--- src/rtl/usb2_ep1_in.sv ---
// usb2_ep1_in -- bulk IN endpoint 1 packet buffer for a USB2 device core.
// The application fills a bank byte by byte and commits it; the protocol
// engine drains the committed bank and releases it only on an ACK handshake,
// so any other handshake makes the retry resend the identical packet.
// Build option: define USB2_EP1_DOUBLE_BUF_EN for two ping-pong 512x8 banks;
// left undefined, a single 512x8 bank is used and both bank indices are 0.
//
// state   | meaning
// --------+-------------------------------------------------------------
// ST_IDLE | waiting for a rising edge on xfer_out
// ST_XFER | IN transaction in flight; drain bank, length and PID frozen
// ST_DONE | handshake PID latched; release the bank on ACK, then idle
module usb2_ep1_in (
  input  logic       phy_clk,
  input  logic       reset,
  input  logic [7:0] app_wr_data,
  input  logic       app_wr_en,
  input  logic       app_commit,
  output logic       app_ready,
  input  logic       xfer_out,
  input  logic [3:0] xfer_pid,
  output logic       xfer_ready,
  input  logic [8:0] buf_out_addr,
  output logic [7:0] buf_out_q,
  output logic [9:0] buf_out_len,
  output logic [3:0] data_pid,
  input  logic       clear_toggle,
  output logic       err_overflow
);

  localparam logic [3:0] PID_DATA0 = 4'h3;
  localparam logic [3:0] PID_DATA1 = 4'hB;
  localparam logic [3:0] PID_ACK   = 4'h2;
  localparam logic [9:0] MAX_LEN   = 10'd512;

`ifdef USB2_EP1_DOUBLE_BUF_EN
  localparam int NBANK  = 2;
  localparam int MEM_AW = 10;
`else
  localparam int NBANK  = 1;
  localparam int MEM_AW = 9;
`endif

  typedef enum logic [1:0] {ST_IDLE, ST_XFER, ST_DONE} state_t;

  state_t      r_state;
  state_t      w_state_nxt;
  logic        r_xfer_out_1;
  logic [3:0]  r_pid;
  logic        w_release;

  logic [7:0]  r_mem [NBANK*512];
  logic [7:0]  r_q;
  logic [1:0]  r_full;
  logic [9:0]  r_len [2];
  logic [9:0]  r_count;
  logic        r_toggle;
  logic        r_err_overflow;

  logic              w_fill_sel;
  logic              w_drain_sel;
  logic [MEM_AW-1:0] w_wr_addr;
  logic [MEM_AW-1:0] w_rd_addr;
  logic              w_commit;
  logic              w_wr;
  logic              w_overflow;

`ifdef USB2_EP1_DOUBLE_BUF_EN
  logic r_fill_sel;
  logic r_drain_sel;

  // ping-pong bank indices: fill advances on commit, drain on ACK release
  always_ff @(posedge phy_clk) begin
    if (reset) begin
      r_fill_sel  <= 1'b0;
      r_drain_sel <= 1'b0;
    end else begin
      if (w_commit)
        r_fill_sel <= ~r_fill_sel;
      if (w_release)
        r_drain_sel <= ~r_drain_sel;
    end
  end

  assign w_fill_sel  = r_fill_sel;
  assign w_drain_sel = r_drain_sel;
  assign w_wr_addr   = {w_fill_sel, r_count[8:0]};
  assign w_rd_addr   = {w_drain_sel, buf_out_addr};
`else
  assign w_fill_sel  = 1'b0;
  assign w_drain_sel = 1'b0;
  assign w_wr_addr   = r_count[8:0];
  assign w_rd_addr   = buf_out_addr;
`endif

  assign app_ready    = ~r_full[w_fill_sel];
  assign xfer_ready   = r_full[w_drain_sel];
  assign buf_out_len  = r_len[w_drain_sel];
  assign buf_out_q    = r_q;
  assign data_pid     = r_toggle ? PID_DATA1 : PID_DATA0;
  assign err_overflow = r_err_overflow;

  // a commit takes priority over a write in the same cycle; that byte is dropped
  assign w_commit   = app_commit & app_ready;
  assign w_wr       = app_wr_en & app_ready & (r_count != MAX_LEN) & ~app_commit;
  assign w_overflow = (app_wr_en & (~app_ready | (r_count == MAX_LEN)))
                    | (app_commit & ~app_ready);

  // fill side: byte counter, bank-full flags, committed lengths, sticky overflow
  always_ff @(posedge phy_clk) begin
    if (reset) begin
      r_count        <= '0;
      r_full         <= 2'b00;
      r_len[0]       <= '0;
      r_len[1]       <= '0;
      r_err_overflow <= 1'b0;
    end else begin
      if (w_commit) begin
        r_count           <= '0;
        r_len[w_fill_sel] <= r_count;
      end else if (w_wr) begin
        r_count <= r_count + 10'd1;
      end
      if (w_release)
        r_full[w_drain_sel] <= 1'b0;
      if (w_commit)
        r_full[w_fill_sel] <= 1'b1;
      if (w_overflow)
        r_err_overflow <= 1'b1;
    end
  end

  // packet storage; contents deliberately survive reset
  always_ff @(posedge phy_clk) begin
    if (w_wr)
      r_mem[w_wr_addr] <= app_wr_data;
  end

  // registered drain-bank read port
  always_ff @(posedge phy_clk) begin
    if (reset)
      r_q <= 8'h00;
    else
      r_q <= r_mem[w_rd_addr];
  end

  // data toggle: clear_toggle overrides a coincident ACK toggle
  always_ff @(posedge phy_clk) begin
    if (reset)
      r_toggle <= 1'b0;
    else if (clear_toggle)
      r_toggle <= 1'b0;
    else if (w_release)
      r_toggle <= ~r_toggle;
  end

  // drain FSM state register, xfer_out edge history and handshake latch
  always_ff @(posedge phy_clk) begin
    if (reset) begin
      r_state      <= ST_IDLE;
      r_xfer_out_1 <= 1'b0;
      r_pid        <= 4'h0;
    end else begin
      r_state      <= w_state_nxt;
      r_xfer_out_1 <= xfer_out;
      if (r_state == ST_XFER && !xfer_out)
        r_pid <= xfer_pid;
    end
  end

  // drain FSM next-state logic
  always_comb begin
    w_state_nxt = r_state;
    case (r_state)
      ST_IDLE: if (xfer_out && !r_xfer_out_1) w_state_nxt = ST_XFER;
      ST_XFER: if (!xfer_out)                 w_state_nxt = ST_DONE;
      ST_DONE:                                w_state_nxt = ST_IDLE;
      default:                                w_state_nxt = ST_IDLE;
    endcase
  end

  // drain FSM output: release the drain bank only on an ACK for a held packet
  always_comb begin
    w_release = 1'b0;
    if (r_state == ST_DONE && r_pid == PID_ACK && r_full[w_drain_sel])
      w_release = 1'b1;
  end

endmodule

--- config.mk ---
export PLATFORM = sky130hd
export DESIGN_NAME = usb2_ep1_in
export DESIGN_NICKNAME = d
export VERILOG_FILES = /design/src/rtl/usb2_ep1_in.sv
export SDC_FILE = /design/constraint.sdc
export NUM_CORES = 2
export LEC_CHECK = 0
export BUFFER_PORTS_ARGS = -buffer_cell sky130_fd_sc_hd__buf_2
export CELL_PAD_IN_SITES_DETAIL_PLACEMENT = 1
export CELL_PAD_IN_SITES_GLOBAL_PLACEMENT = 2
export CORE_UTILIZATION = 25
export DETAILED_ROUTE_END_ITERATION = 16
export GPL_TIMING_DRIVEN = 0
export PLACE_DENSITY = 0.43
export SETUP_SLACK_MARGIN = 0.02
export SYNTH_ARGS = -nofsm -noshare
export SYNTH_HDL_FRONTEND = slang
export SYNTH_MEMORY_MAX_BITS = 65536
export SYNTH_SLANG_ARGS = --single-unit
--- constraint.sdc ---
create_clock -name phy_clk -period 3.1 [get_ports phy_clk]
set_clock_uncertainty 0.15 [all_clocks]
set_input_delay 0.465 -clock phy_clk [delete_from_list [all_inputs] [get_ports phy_clk]]
set_output_delay 0.465 -clock phy_clk [all_outputs]
set_load 0.03 [all_outputs]
==> impl_metrics.py <==
metrics = {
    "synth": {
        "yosys.area.top_type": "edfxtp_1",
        "syn_area_um2": 161000,
        "yosys_register_bits": 4134,
        "ys_warn_count": 0,
        "yosys-top-cells-area": "edfxtp_1, mux4_2, mux2i_1",
        "synth_edf_count": 4106,
        "synth.avg_cell_area_um2": 21.2,
        "async_flop_share_pct": 0,
        "yosysSeqAreaShare_pct": 77.1,
        "synthFlopType": "edfxtp_1",
        "synth_top_area_share_pct": 76.7,
        "synth_cell_types": 77,
        "synthCells": 7575,
    },
    "floorplanning": {
        "fp.dieH_um": 804,
        "die_w_um": 804,
        "core_region_area_um2": 641000,
        "initial_core_util_pct": 25.1,
        "rows": 294,
        "die_area_um2": 646000,
        "io_pins": 52,
    },
    "status": {
        "violations": "design-rule violations, max-capacitance violations, negative setup slack",
        "outcome": "finished with violations",
    },
    "global_route": {
        "grt_util_met3_pct": 3.88,
        "grt_max_degree": 143,
        "grt_use_total_pct": 23.8,
        "top_usage_layer": "met2",
        "grtUsageMet2_pct": 38.9,
        "grt_pass1_wl_um": 993000,
        "grt_overflow": 0,
        "first_global_vias": 88800,
        "antenna_found_initial": 76,
        "grt_use_met1_pct": 31.9,
    },
    "placed_design": {
        "dpl.hpwl_um": 557000,
        "port_buffers": 44,
        "dp_cells": 16300,
        "gp_congestion": 0.889,
    },
    "final_layout": {
        "final_cell_mix": "edfxtp_1, mux4_2, clkbuf_16",
        "fillers": 63600,
        "fin_nets": 8546,
        "mostFrequentLayoutCell": "edfxtp_1",
        "areaGrowthSynthToFinish_pct": 25.6,
        "drive_gt1_share_pct": 36.8,
        "finalNonFillerCells": 17500,
    },
    "drt": {
        "drtIter0Drc": 11200,
        "drt.antenna.violating_nets": 0,
        "drc_errors": 10,
        "via_per_inst": 5.07,
        "drt-total-wl_um": 789000,
        "vias": 88800,
        "wire_per_inst_um": 45.0,
        "dr.pass1.iters": 12,
    },
    "cts": {
        "numCtsBuffers": 465,
        "cts_tree": "yes",
        "clock-sinks": 4134,
        "clock_latency_ns": 1.10,
        "cts_max_path_buffers": 4,
        "cts_root_buffer": "clkbuf_16",
        "path_clk_slew_ns": 0.06,
        "h-tree-depth": 5,
    },
    "worst_setup_path": {
        "max_stage_delay_ns": 0.52,
        "setup.worst_path.end_class": "flip-flop",
        "critPathMaxFanout": 10,
        "slowest_stage": "a221o_2",
        "worstPathArrival_ns": 4.43,
        "required_ns": 3.81,
        "start_kind": "input port",
        "crit_chain": "buf_6, buf_12, buf_8, buf_12, buf_12, clkbuf_8, mux4_2, a22oi_2, nand4_1, o211ai_2, o32ai_2, a221o_2",
        "critPathKind": "in2reg",
        "r2r_setup_slack_ns": -0.61,
        "cpMostUsedCell": "buf_12",
    },
    "run": {
        "max_cap_violations": 1,
    },
    "sta": {
        "setup_viol": 418,
        "grt_setup_unrepaired": "true",
        "hold_viol_final": 0,
        "finalSetupTns_ns": -22.40,
        "slew_headroom_pct": 0.287,
        "max_freq_mhz": 269,
        "fin_ws_ns": -0.616,
        "worst-slew-pin-transition_ns": 1.50,
        "report.final.slew_viol_count": 0,
        "fin_crit_ns": 3.72,
        "post-route-period-util_pct": 120,
    },
    "power_and_ir_drop": {
        "peakVddDrop_mv": 0.499,
        "power_density_nw_per_um2": 619,
        "p_leak_nw": 61.5,
    },
    "hold_path": {
        "holdCritPathClass": "in2reg",
    },
}
==> logic make-up after synthesis <==
group / Yosys count / share of synthesized area, %
AOI/OAI and AO/OA: 609 / 2.73
xor gates and xnor gates: 9 / 0.0491
adders and majority gates: 4 / 0.0311
buffers and inverters: 483 / 1.71
DFF: 4134 / 77.1
muxes: 1330 / 15.7
other: 2 / 0.00467
and+or+nand+nor: 1004 / 2.74
==> path summary, 6_finish.rpt <==
kind,from,end,cells after the start
max,buf_out_addr[1],buf_out_q[5]$_SDFF_PP0_,12
min,reset,r_state[0]$_SDFFE_PP0P_,4
max reg2reg,r_mem[35][5]$_DFFE_PP_,buf_out_q[5]$_SDFF_PP0_,6
min reg2reg,r_state[1]$_SDFFE_PP0P_,r_state[0]$_SDFFE_PP0P_,1
==> critical path, delay by kind of cell <==
kind            cells  cell delay, ns
compound gates      4            1.49
simple gates        1            0.43
mux                 1            0.35
buf+inv             6            1.55
==> per-layer routing <==
layer  wire, um  part of all wire, %
met5         27               0.0034
met3      50300                  6.4
met2     372000                   47
met4      37900                  4.8
met1     329000                   42
==> cells in the mapped netlist (5+ instances only) <==
cell and count:
buf_6 49, nand3_1 28, nor2_1 609, dfxtp_1 28, nand4_1 19, buf_2 112, or3_1 10, a221o_1 6
o221ai_1 141, a311oi_1 5, o211ai_1 9, a21o_1 5, a22o_1 28, edfxtp_1 4106, a31oi_1 13, o22a_1 9
nand2b_1 18, mux4_2 945, inv_1 6, and3_1 12, nand2_1 135, mux2_2 20, nor3_1 59, mux2i_1 365
a21oi_1 70, nor3b_1 7, a211oi_1 20, a41oi_1 10, o21ai_1 11, xor2_1 5, a22oi_1 52, o22ai_1 65
buf_8 14, o21ai_0 92, and2_1 33, clkbuf_1 217, nand3b_1 9, a2111oi_0 13, a221oi_1 24, buf_4 57
buf_1 22, o31ai_1 8, nor2b_1 18, or2_2 7, nor4_1 18
==> area by class of cell <==
class                      instances  area, um^2  share of cell area (%)
buffer                           469        5740                    2.85
clock inverter                   236        2100                    1.04
inverter                           9        40.0                  0.0198
timing repair buffer             477        7490                    3.71
antenna                           44         110                  0.0546
clock buffer                     618       12400                    6.14
multi-input combinational       2959       39300                    19.5
sequential                      4134      124000                    61.4
tap                             8584       10700                    5.32
==> sequential cells by signal, summed over array words and instances, names as in the netlist, 2 cells and up <==
name,cells
buf_out_q,8
r_count,10
r_len,10
r_mem,4096
r_pid,4
r_state,2
==> where the power goes <==
group          total, mW  internal, mW  switching, mW
Combinational       9.31          2.74           6.57
Clock               54.1          30.2           23.9
Sequential          61.5          61.5         0.0191
==> stage by stage <==
stage / setup WS, ns / hold slack, ns / cell area [um^2] / util (%) / power, mW
final: -0.616 / 0.135 / 202000 / 31.5 / 125
after global routing: -0.490 / 0.170 / 202000 / 31.5 / 128
after CTS: -0.571 / 0.0835 / 197000 / 30.8 / 126
after detailed placement: -5.22 / 0.299 / 175000 / 27.3 / 71.1
after global placement: -7.68 / 0.307 / 172000 / 26.8 / 71.3
after floorplan: 0.0318 / 0.263 / 161000 / - / 65.6
==> timing repair <==
action	CTS	global route
cloned	1	0
setup buffers	97	175
hold buffers	26	0
endpoints found under the hold margin	787	0
pin swaps	76	157
setup endpoints to repair	4117	4106
resized for setup	1694	485
(Power assumes the default switching activity.)
